### src/rtl/sb_tx_serializer.sv
// Sideband TX serializer: pops one packet from the TX FIFO, shifts it out LSB-first
// with a gated forwarded clock, then holds the mandatory idle gap before the next fetch.
module sb_tx_serializer #(
    parameter int PKT_W  = 64,
    parameter int GAP_UI = 32
) (
    input  logic             i_clk,
    input  logic             i_rst_n,
    input  logic             i_enable,
    input  logic             i_empty,
    input  logic [PKT_W-1:0] i_data,
    output logic             o_read_enable,
    output logic             o_txdata_sb,
    output logic             o_clk_en,
    output logic             o_busy,
    output logic             o_pkt_done
);

    localparam int CNT_W = $clog2((PKT_W > GAP_UI) ? PKT_W : GAP_UI);
    localparam logic [CNT_W-1:0] PKT_LAST = CNT_W'(PKT_W - 32'd1);
    localparam logic [CNT_W-1:0] GAP_LAST = CNT_W'(GAP_UI - 32'd1);
    localparam logic [CNT_W-1:0] CNT_ZERO = {CNT_W{1'b0}};
    localparam logic [CNT_W-1:0] CNT_ONE  = CNT_W'(32'd1);

    typedef enum logic [2:0] {
        IDLE  = 3'd0,
        FETCH = 3'd1,
        LOAD  = 3'd2,
        SHIFT = 3'd3,
        GAP   = 3'd4
    } state_t;

    state_t             state_r;
    state_t             state_s;
    logic [PKT_W-1:0]   shift_r;
    logic [PKT_W-1:0]   shift_s;
    logic [CNT_W-1:0]   cnt_r;
    logic [CNT_W-1:0]   cnt_s;

    // State, shift register and UI counter; reset aborts any packet in flight.
    always_ff @(posedge i_clk or negedge i_rst_n) begin
        if (!i_rst_n) begin
            state_r <= IDLE;
            shift_r <= {PKT_W{1'b0}};
            cnt_r   <= CNT_ZERO;
        end else begin
            state_r <= state_s;
            shift_r <= shift_s;
            cnt_r   <= cnt_s;
        end
    end

    // Next-state logic: enable only gates the decision to start a new fetch.
    always_comb begin
        state_s = state_r;
        shift_s = shift_r;
        cnt_s   = cnt_r;
        case (state_r)
            IDLE: begin
                if (i_enable && !i_empty) begin
                    state_s = FETCH;
                end else begin
                    state_s = IDLE;
                end
            end
            FETCH: begin
                state_s = LOAD;
            end
            LOAD: begin
                shift_s = i_data;
                cnt_s   = CNT_ZERO;
                state_s = SHIFT;
            end
            SHIFT: begin
                shift_s = {1'b0, shift_r[PKT_W-1:1]};
                if (cnt_r == PKT_LAST) begin
                    cnt_s   = CNT_ZERO;
                    state_s = GAP;
                end else begin
                    cnt_s   = cnt_r + CNT_ONE;
                end
            end
            GAP: begin
                if (cnt_r == GAP_LAST) begin
                    cnt_s = CNT_ZERO;
                    if (i_enable && !i_empty) begin
                        state_s = FETCH;
                    end else begin
                        state_s = IDLE;
                    end
                end else begin
                    cnt_s = cnt_r + CNT_ONE;
                end
            end
            default: begin
                state_s = IDLE;
                shift_s = {PKT_W{1'b0}};
                cnt_s   = CNT_ZERO;
            end
        endcase
    end

    // Lane and clock gate decode only from registered state, so they cannot glitch.
    assign o_read_enable = (state_r == FETCH);
    assign o_clk_en      = (state_r == SHIFT);
    assign o_txdata_sb   = (state_r == SHIFT) & shift_r[0];
    assign o_busy        = (state_r != IDLE);
    assign o_pkt_done    = (state_r == SHIFT) & (cnt_r == PKT_LAST);

endmodule

### config.mk
export PLATFORM = sky130hd
export DESIGN_NAME = sb_tx_serializer
export DESIGN_NICKNAME = d
export VERILOG_FILES = /design/src/rtl/sb_tx_serializer.sv
export SDC_FILE = /design/constraint.sdc
export NUM_CORES = 1
export LEC_CHECK = 0
export ABC_AREA = 1
export CAP_MARGIN = 20
export CORE_MARGIN = 2
export CORE_UTILIZATION = 52
export CTS_BUF_LIST = sky130_fd_sc_hd__clkbuf_4
export CTS_CLUSTER_DIAMETER = 40
export DETAILED_ROUTE_END_ITERATION = 12
export PLACE_DENSITY = 0.87
export SLEW_MARGIN = 40
export SYNTH_ARGS = -nofsm -noshare
export SYNTH_HDL_FRONTEND = slang
export SYNTH_SLANG_ARGS = --single-unit
### constraint.sdc
create_clock -name i_clk -period 1.5 [get_ports i_clk]
set_input_delay 0.15 -clock i_clk [delete_from_list [all_inputs] [get_ports i_clk]]
set_output_delay 0.15 -clock i_clk [all_outputs]
set_load 0.03 [all_outputs]
==> reports/summary.md <==
The clock transition at the registers of the reported paths was 120 ps; the initial detailed-routing violation count was 191. The global routing usage summed across all routing layers is 23.0%, and the initial core utilization is 54.0%. The floorplan die width was 82.4 µm; the transition time at the pin with the least slew margin was 380 ps.

The tool flagged a number of max-cap violations equal to 0. Setup-violating endpoint count in the final report: 9. The logs give 9 for the total clock buffers created by CTS and 420 for the post-synth net total.

The kind of start point of the critical path was a register. The run gives 0 as the number of hold-slack violations in the final timing report. The logs give 21 for the number of different library cells in the post-synthesis netlist and 8610 µm for the total wire length. The worst setup path is of the register to output port kind.

The logs give 1600 ps for the arrival time at the worst endpoint and 2 for the number of buffers on the longest clock path. After detailed routing, the average wire length per cell comes to 16.3 µm. The path class of the tightest hold or removal check is input pin to async pin. The via count of the first global-routing pass was 2741.

TritonCTS built the clock tree. The cell at the root of the clock tree was sky130_fd_sc_hd__clkbuf_4. The final route contains 2951 vias. In this run the power density over the cells is 797 nW/µm².

Slack of the critical path: -252 ps. Worst hold slack across all endpoints: 278 ps. Counting I/O delays and the setup requirement, the final critical path takes 1750 ps. The Yosys warning count came out at 0. The checks that failed: setup timing. Averaged over all synthesized cells, the footprint is 9.11 µm².

The leading cell type in the layout, fill and taps excluded was sky130_fd_sc_hd__nand2_1. STA classifies the critical path endpoint as an output port. The first TritonRoute pass finished after 4 iterations.

For the sequential fraction of design power, the log shows 52.8%. The most critical setup path has its startpoint at cnt_r[0]. The HPWL after detailed placement was 4900 µm; the maximum resistive drop on vdd was 0.783 mV. The synthesized instance count was 351; the H-tree depth was 3.

The tools report the switching power as 0.773 mW. The final-report max-slew violation count is 0, and the internal portion of total power is 3.03 mW. The share of total power consumed by net switching was 20.3%; the count of clock tree sinks was 73. Using the TritonRoute via totals, the vias-per-cell ratio works out to 5.60.

Pin placement for this block handled 73 I/O pins. After detailed routing, the number of remaining DRC violations is 0. At the end of routability-driven placement, the weighted congestion stood at 0.826. The logs give 364 for the count of fill cells added during filler insertion and 57.1% for the sequential fraction of the synthesis area.

The worst endpoint required time came out at 1350 ps. The flow ran to the end, but the final reports show violations. In the final layout, the share of cells above drive strength 1 is 23.9%.

Of the total power, the clock network draws 39.9%. The part of the cycle the worst path needs works out to 117%. Clock skew on the completed layout was measured at 11.4 ps. The maximum number of pins on one net before global-route repair was 74. Setup repair after global routing could not meet its margin everywhere.

For flop-to-flop paths, the worst setup slack is -60 ps. The wire length of the first global-routing pass was 11900 µm; the achievable frequency was 0.571 GHz. Along the worst path, the maximum fanout reaches 3. The combinational share of power is 7.3%. The max-slew headroom at the worst pin was 74.7%. Following the worst setup path forward leads to its endpoint at o_pkt_done.

The floorplan step defined a die boundary enclosing 6790 µm². Summed over all cells, the static leakage comes to 2.34 nW. The synthesized netlist occupies a cell area of 3200 µm². The worst-case reg-to-reg path depth is 11, and the synthesis-to-layout area growth is 49.2%.

The run gives 516 as the layout net count. The top cell types in the final layout, fill and taps aside, are 145 x sky130_fd_sc_hd__nand2_1, 70 x sky130_fd_sc_hd__dfrtp_1, 66 x sky130_fd_sc_hd__clkdlybuf4s50_1. In this run the core area contains 28 standard-cell rows. Overflow left after global routing: 0.

OpenSTA, run right after detailed placement, puts the worst setup slack at 20.8 ps. The run gives 0 as the initial antenna violation count. The tools report the number of nets with antenna violations after routing as 0. In this run the critical register-to-register path is launched from cnt_r[0]. Synthesis inferred 73 register bits.

In this run the vertical extent of the chip is 82.4 µm. In this run the critical register-to-register path is captured at cnt_r[0]. The core area came out at 5920 µm².

The repair_antennas step left the layout with diodes totalling 0. The tools report the clock latency on the worst-skew pair as 400 ps. Input and output buffers added on the ports amount to 72. Summing internal, switching and leakage power gives 3.80 mW.
## kinds of logic (layout without fill, tap and decap cells)
logic type	Yosys count	after routing	share of synthesized area (%)
flip-flops	73	73	57.1
adder cells (fa/ha/maj)	1	1	0.391
buffers and inverters	35	136	5.24
XOR/XNOR	1	1	0.274
AND/OR/NAND/NOR	169	169	20.5
AO/OA/AOI/OAI	72	72	16.5
## worst max-delay path, stage by stage, from the launching register on
cell and delay [ps]:
sky130_fd_sc_hd__dfrtp_1 390, sky130_fd_sc_hd__ha_2 220, sky130_fd_sc_hd__nand2_2 70, sky130_fd_sc_hd__nor2_2 90, sky130_fd_sc_hd__nand2_1 60, sky130_fd_sc_hd__nand2_2 70
sky130_fd_sc_hd__nand2_2 60, sky130_fd_sc_hd__nor2_2 90, sky130_fd_sc_hd__buf_6 130
## sequential cells by signal, indices dropped and copies added, names as in the netlist
signal,cells
cnt_r,6
shift_r,64
state_r,3
## layer usage
metal | vias to the layer above | share of wire [%] | GRT usage [%]
li1 | 1373 | - | -
met1 | 1469 | 39 | 28.7
met2 | 92 | 54 | 39.1
met3 | 17 | 4.9 | 4.02
met4 | 0 | 2.4 | 10.5
met5 | - | 0 | 0
## worst min-delay path by stage
stage	start	endpoint	cells past startpoint
detailed placement	i_rst_n	shift_r[28]	2
global route	i_rst_n	shift_r[28]	3
CTS	i_rst_n	shift_r[28]	3
finish	i_rst_n	shift_r[31]	3
global placement	i_rst_n	shift_r[27]	2
floorplan	i_rst_n	cnt_r[0]	0
## final cells by class
type / instances / area [µm²] / share of cell area, %
multi-input combinational: 243 / 1440 / 30.1
tap: 75 / 93.8 / 1.97
inverter: 15 / 61.3 / 1.29
clock buffer: 10 / 75.1 / 1.57
sequential: 73 / 1830 / 38.4
clock inverter: 6 / 106 / 2.23
timing repair buffer: 105 / 1170 / 24.5
## cells in the mapped netlist (all sizes together)
cell type / count / area, µm²
dfrtp: 73 / 1830
nand4: 1 / 6.26
a21oi: 2 / 13.8
nor2: 9 / 33.8
clkbuf: 5 / 18.8
a22oi: 63 / 473
inv: 15 / 56.3
buf: 15 / 92.6
or2: 1 / 6.26
nand3: 7 / 35.0
o22ai: 1 / 6.26
nor3: 1 / 10.0
nand2: 150 / 563
a22o: 1 / 8.76
o21ai: 5 / 25.0
xor2: 1 / 8.76
ha: 1 / 12.5
## what timing repair did
| item | in CTS | in global routing |
|---|---|---|
| buffers inserted | 7 | 11 |
| hold buffers | 1 | 0 |
| setup endpoints to repair | 5 | 31 |
| pin swaps | 3 | 6 |
| resized for setup | 13 | 55 |
| cloned | 0 | 3 |
| endpoints found under the hold margin | 73 | 0 |
## power groups by stage
stage	sequential [mW]	clock, mW	combinational (mW)
finish	2.01	1.52	0.278
global route	2.01	1.62	0.298
CTS	2.00	1.54	0.264
detailed placement	2.04	0	0.261
global placement	2.04	0	0.257
floorplan	2.04	0	0.0281
## stage by stage
stage | std cells | area, µm² | util, % | TNS [ps]
final | 527 | 4770 | 80.6 | -590
after global routing | 527 | 4770 | 80.6 | -1970
after CTS | 514 | 4390 | 74.1 | -251
after detailed placement | 490 | 4110 | 69.4 | 0
after global placement | 490 | 4110 | 69.4 | 0
after floorplan | 351 | 3200 | - | 0
No activity file was read; power rests on OpenSTA's default activity.
